## config.mk

```make
export PLATFORM = sky130hd
export DESIGN_NAME = fetch_unit
export DESIGN_NICKNAME = d
export VERILOG_FILES = /design/src/rtl/fetch_unit_pkg.sv /design/src/rtl/fetch_unit_instr_decoder.sv /design/src/rtl/fetch_unit.sv
export SDC_FILE = /design/constraint.sdc
export NUM_CORES = 1
export LEC_CHECK = 0
export ABC_AREA = 1
export CAP_MARGIN = 15
export CORE_UTILIZATION = 47
export DETAILED_ROUTE_END_ITERATION = 8
export PLACE_DENSITY = 0.82
export SKIP_LAST_GASP = 1
export SLEW_MARGIN = 20
export SYNTH_ARGS = -nofsm -noshare
export SYNTH_HDL_FRONTEND = slang
export SYNTH_HIERARCHICAL = 1
export SYNTH_SLANG_ARGS = --single-unit
```

## constraint.sdc

```tcl
create_clock -name clk -period 2.8 [get_ports clk]
set_input_delay 0.42 -clock clk [delete_from_list [all_inputs] [get_ports clk]]
set_output_delay 0.42 -clock clk [all_outputs]
set_load 0.01 [all_outputs]
```

## src/rtl/fetch_unit_pkg.sv

```systemverilog
// Shared instruction-set definitions for the fetch unit: field widths, opcode and
// register codes, FSM state encoding and an opcode legality helper.
package fetch_unit_pkg;

  localparam int unsigned OPCODE_WIDTH      = 3;
  localparam int unsigned REG_WIDTH         = 2;
  localparam int unsigned INSTRUCTION_WIDTH = OPCODE_WIDTH + REG_WIDTH;
  localparam int unsigned ADDR_WIDTH        = 5;

  localparam logic [OPCODE_WIDTH-1:0] OP_NOP = 3'd0;
  localparam logic [OPCODE_WIDTH-1:0] OP_LD  = 3'd1;
  localparam logic [OPCODE_WIDTH-1:0] OP_ST  = 3'd2;
  localparam logic [OPCODE_WIDTH-1:0] OP_ADD = 3'd3;
  localparam logic [OPCODE_WIDTH-1:0] OP_SUB = 3'd4;
  localparam logic [OPCODE_WIDTH-1:0] OP_XOR = 3'd5;

  localparam logic [REG_WIDTH-1:0] REG_R0 = 2'd0;
  localparam logic [REG_WIDTH-1:0] REG_R1 = 2'd1;
  localparam logic [REG_WIDTH-1:0] REG_R2 = 2'd2;
  localparam logic [REG_WIDTH-1:0] REG_R3 = 2'd3;

  typedef enum logic [1:0] {
    StIdle,
    StFetch,
    StIssue
  } fetch_state_e;

  // True for the six defined opcodes; everything else is flagged illegal.
  function automatic logic is_legal_op(input logic [OPCODE_WIDTH-1:0] op);
    logic legal;
    case (op)
      OP_NOP, OP_LD, OP_ST, OP_ADD, OP_SUB, OP_XOR: legal = 1'b1;
      default:                                      legal = 1'b0;
    endcase
    return legal;
  endfunction

endpackage

```

## src/rtl/fetch_unit_instr_decoder.sv

```systemverilog
// instr_decoder: purely combinational split of an instruction word into opcode and
// register fields, plus legality check of the opcode.
module instr_decoder
  import fetch_unit_pkg::*;
(
  input  logic [INSTRUCTION_WIDTH-1:0] i_instr,
  output logic [OPCODE_WIDTH-1:0]      o_opcode,
  output logic [REG_WIDTH-1:0]         o_reg_sel,
  output logic                         o_illegal
);

  // Field extraction and legality lookup.
  always_comb begin
    o_opcode  = i_instr[INSTRUCTION_WIDTH-1 -: OPCODE_WIDTH];
    o_reg_sel = i_instr[REG_WIDTH-1:0];
    o_illegal = !is_legal_op(o_opcode);
  end

endmodule

```

## src/rtl/fetch_unit.sv

```systemverilog
// fetch_unit: IDLE/FETCH/ISSUE sequencer that reads an instruction ROM at the PC,
// latches the word and offers it to an executor with a valid/ready handshake.
// Optional build macro FETCH_NOP_SKIP_EN: NOPs are consumed in FETCH and never issued.
module fetch_unit
  import fetch_unit_pkg::*;
#(
  parameter logic [ADDR_WIDTH-1:0] START_ADDR = 5'd1,
  parameter logic [ADDR_WIDTH-1:0] END_ADDR   = 5'd31
) (
  input  logic                         clk,
  input  logic                         rst_n,
  input  logic                         start,
  input  logic                         stop,
  output logic [ADDR_WIDTH-1:0]        rom_addr,
  input  logic [INSTRUCTION_WIDTH-1:0] rom_data,
  output logic [OPCODE_WIDTH-1:0]      opcode,
  output logic [REG_WIDTH-1:0]         reg_sel,
  output logic                         instr_valid,
  input  logic                         exec_ready,
  output logic                         illegal,
  output logic                         busy
);

  fetch_state_e                 r_state, w_state_nxt;
  logic [ADDR_WIDTH-1:0]        r_pc, w_pc_nxt;
  logic [INSTRUCTION_WIDTH-1:0] r_ir, w_ir_nxt;
  logic                         r_stop_pend, w_stop_nxt;
  logic                         w_dec_illegal;

  // PC increments and wraps from END_ADDR back to START_ADDR, skipping lower addresses.
  function automatic logic [ADDR_WIDTH-1:0] f_next_pc(input logic [ADDR_WIDTH-1:0] pc);
    logic [ADDR_WIDTH-1:0] nxt;
    if (pc == END_ADDR) nxt = START_ADDR;
    else                nxt = pc + 1'b1;
    return nxt;
  endfunction

  instr_decoder u_instr_decoder (
    .i_instr   (r_ir),
    .o_opcode  (opcode),
    .o_reg_sel (reg_sel),
    .o_illegal (w_dec_illegal)
  );

  // Next-state logic: sequencing, PC advance, instruction latch and stop bookkeeping.
  always_comb begin
    w_state_nxt = r_state;
    w_pc_nxt    = r_pc;
    w_ir_nxt    = r_ir;
    // A stop pulse seen this cycle counts the same as one remembered earlier.
    w_stop_nxt  = r_stop_pend | stop;
    unique case (r_state)
      StIdle: begin
        w_stop_nxt = 1'b0;
        if (start && !stop) w_state_nxt = StFetch;
      end
      StFetch: begin
        if (w_stop_nxt) begin
          // PC still names the unfetched word, so a later start resumes there.
          w_state_nxt = StIdle;
          w_stop_nxt  = 1'b0;
        end
`ifdef FETCH_NOP_SKIP_EN
        else if (rom_data[INSTRUCTION_WIDTH-1 -: OPCODE_WIDTH] == OP_NOP) begin
          w_pc_nxt = f_next_pc(r_pc);
        end
`endif
        else begin
          w_ir_nxt    = rom_data;
          w_state_nxt = StIssue;
        end
      end
      StIssue: begin
        if (exec_ready) begin
          w_pc_nxt = f_next_pc(r_pc);
          if (w_stop_nxt) begin
            w_state_nxt = StIdle;
            w_stop_nxt  = 1'b0;
          end else begin
            w_state_nxt = StFetch;
          end
        end
      end
      default: begin
        w_state_nxt = StIdle;
        w_stop_nxt  = 1'b0;
      end
    endcase
  end

  // State registers; async reset drops instr_valid immediately via r_state.
  always_ff @(posedge clk or negedge rst_n) begin
    if (!rst_n) begin
      r_state     <= StIdle;
      r_pc        <= START_ADDR;
      r_ir        <= '0;
      r_stop_pend <= 1'b0;
    end else begin
      r_state     <= w_state_nxt;
      r_pc        <= w_pc_nxt;
      r_ir        <= w_ir_nxt;
      r_stop_pend <= w_stop_nxt;
    end
  end

  // Outputs are decoded from registered state only.
  always_comb begin
    rom_addr    = r_pc;
    instr_valid = (r_state == StIssue);
    illegal     = (r_state == StIssue) && w_dec_illegal;
    busy        = (r_state != StIdle);
  end

endmodule

```

==> impl_metrics.env <==
export IMPL_drt_antenna_violating_nets=0
export IMPL_synth_xor_area_share_pct=0
export IMPL_wl_per_cell_um=9.91
export IMPL_final_util_pct=68.0
export IMPL_cp_slowest_cell="clkdlybuf4s50_1"
export IMPL_rsz0062_at_grt="false"
export IMPL_post_cts_resized=0
export IMPL_timing_setup_tns_ns=0
export IMPL_fp_dieH_um=40.6
export IMPL_p_leak_uw=0.000453
export IMPL_cts_sinks=13
export IMPL_drive_gt1_share_pct=19.8
export IMPL_postCtsSetupBuffers=0
export IMPL_powerDensity_nw_per_um2=919
export IMPL_synthAdderAreaFrac_pct=3.57
export IMPL_fin_nets=114
export IMPL_clk_pin_slew_worst_paths_ns=0.08
export IMPL_whs_ns=0.496
export IMPL_ys_ff_latch=13
export IMPL_hold_viol_final=0
export IMPL_multiInputGateArea_um2=267
export IMPL_grtUsageTotal_pct=16.3
export IMPL_fillers=116
export IMPL_synthesis_area_um2=702
export IMPL_initial_utilization_pct=52.0
export IMPL_final_cell_mix="clkdlybuf4s50_1, nand2_1, inv_1"
export IMPL_cts_max_level=1
export IMPL_syn_inst=81
export IMPL_synth_top_area_share_pct=42.8
export IMPL_worst_slew_pin_slew_ns=0.571
export IMPL_cts_max_path_buffers=2
export IMPL_grt_pass1_vias=443
export IMPL_setup_violations=0
export IMPL_drt_first_pass_iters=4
export IMPL_placed_area_um2=892
export IMPL_cts_buffers=3
export IMPL_ir_worst_vdd_uv=453
export IMPL_yosys_area_top_type="dfrtp_1"
export IMPL_insertion_delay_ns=0.27
export IMPL_port_buffer_count=22
export IMPL_synthSimpleGateAreaFrac_pct=23.2
export IMPL_status="finished, final reports clean"
export IMPL_min_period_ns=1.88
export IMPL_grt_overflow=0
export IMPL_area_growth_pct=30.8
export IMPL_globalplace_congestion=0.656
export IMPL_cts_hold_buf=0
export IMPL_worst_slack_ns=0.917
export IMPL_synth_top_family_by_area="simple AND/OR/NAND/NOR gates"
export IMPL_cp_start_kind="flip-flop"
export IMPL_seqCellArea_um2=327
export IMPL_grt_pass1_wl_mm=1.72
export IMPL_worst_ep_arrival_time_ns=1.46
export IMPL_antennaDiodeCount=0
export IMPL_ys_warn_count=6
export IMPL_crit_fanout=4
export IMPL_crit_buf_inv=2
export IMPL_syn_num_nets=93
export IMPL_finClkSkew_ns=0.00116
export IMPL_slew_headroom_pct=61.8
export IMPL_maxSlewViolCount=0
export IMPL_die_width_um=40.6
export IMPL_synthTopCellsByArea="dfrtp_1, nand2_1, inv_1"
export IMPL_worstHoldPathType="reg2reg"
export IMPL_crit_family="buffers and inverters"
export IMPL_synthMuxAreaShare_pct=0
export IMPL_drv_cap=0
export IMPL_synth_cell_types=19
export IMPL_synth_compound_area_share_pct=11.2
export IMPL_tritoncts="yes"
export IMPL_core_um2=1350
export IMPL_antenna_found_initial=0
export IMPL_root_buffer="clkbuf_4"
export IMPL_crit_path_end_kind="primary output"
export IMPL_vias=532
export IMPL_grt_max_degree=14
export IMPL_dp_slack_ns=1.16
export IMPL_layout_commonest_cell="clkdlybuf4s50_1"
export IMPL_required_ns=2.38
export IMPL_io_pins=23
export IMPL_critical_path_class="reg2out"
export IMPL_drc=0
export IMPL_wl_mm=1.15
export IMPL_drtIter0Drc=4
export IMPL_fmax_ghz=0.531
export IMPL_die_area_um2=1650
export IMPL_syn_area_per_cell_um2=8.67
export IMPL_cp_slowest_stage_delay_ns=0.53
export IMPL_yosysSeqAreaShare_pct=46.5
export IMPL_fin_area_um2=918
export IMPL_crit_chain="inv_2 -> nand2_1 -> nor2_1 -> clkdlybuf4s50_1"
export IMPL_min_period_over_period_pct=67.2
export IMPL_viasPerCell=4.59
export IMPL_dpl_hpwl_um=905
export IMPL_row_count=13
## logic make-up after synthesis
logic type	after synthesis
buf+inv	22
flops	13
fa+ha+maj	2
compound gates	12
simple gates	32
## metrics by stage
step,std cells,total power [uW]
after global placement,112,724
after global routing,116,908
after detailed placement,112,738
final,116,844
after CTS,116,853
after floorplan,81,592
## routing by layer
layer  GRT usage [%]  vias to the layer above  routed length (um)
li1                -                      280                   -
met1            19.5                      235                 513
met2            26.6                       15                 564
met3            4.89                        2                  61
met4            7.50                        0                  10
met5               0                        -                   0
## registers in the layout (all words and copies together) (netlist names)
register,flops
r_ir,5
rom_addr,5
r_state,2
r_stop_pend,1
## final cells by class
class | instances | share of cell area (%)
clock buffer | 4 | 2.86
tap | 15 | 2.04
inverter | 16 | 6.54
timing repair buffer | 22 | 24.0
multi-input combinational | 46 | 29.0
sequential | 13 | 35.6
## worst paths after layout
check,to,slack [ns],depth (start not counted),startpoint
max,illegal,0.92,4,r_state[0]$_DFFE_PN0P_
min,r_ir[0]$_DFFE_PN0P_,0.50,2,r_ir[0]$_DFFE_PN0P_
max reg2reg,rom_addr[2]$_DFFE_PN0P_,1.32,7,rom_addr[0]$_DFFE_PN1P_
min reg2reg,r_ir[0]$_DFFE_PN0P_,0.50,2,r_ir[0]$_DFFE_PN0P_
max in group asynchronous,rom_addr[0]$_DFFE_PN1P_,1.92,1,rst_n
min in group asynchronous,r_ir[3]$_DFFE_PN0P_,0.51,1,rst_n
## cell usage after synthesis
| master | n |
|---|---|
| nand2_1 | 16 |
| inv_1 | 13 |
| dfrtp_1 | 12 |
| nor2_1 | 6 |
| buf_4 | 5 |
| o21ai_2 | 5 |
| nand2_2 | 4 |
| o21ai_0 | 4 |
| a21oi_1 | 3 |
| inv_2 | 3 |
| ha_1 | 2 |
| buf_6 | 1 |
| dfstp_2 | 1 |
| nand3_1 | 1 |
| nand3_2 | 1 |
| nand3_4 | 1 |
| nor2_2 | 1 |
| nor2_4 | 1 |
| nor3_1 | 1 |
## worst register-to-register path, delay by kind of cell (launching register included)
kind / cells / cell delay, ns
compound gates: 2 / 0.17
fa+ha+maj: 2 / 0.38
flops: 1 / 0.57
buf+inv: 1 / 0.07
simple gates: 2 / 0.18
## where the power goes
part / switching (uW) / internal, uW / leakage (uW)
logic: 183 / 212 / 0.000276
registers: 66.9 / 266 / 0.000162
clock network: 60.5 / 55.1 / 0.0000150
total: 310 / 534 / 0.000453
Power figures use the tool's default switching activity.
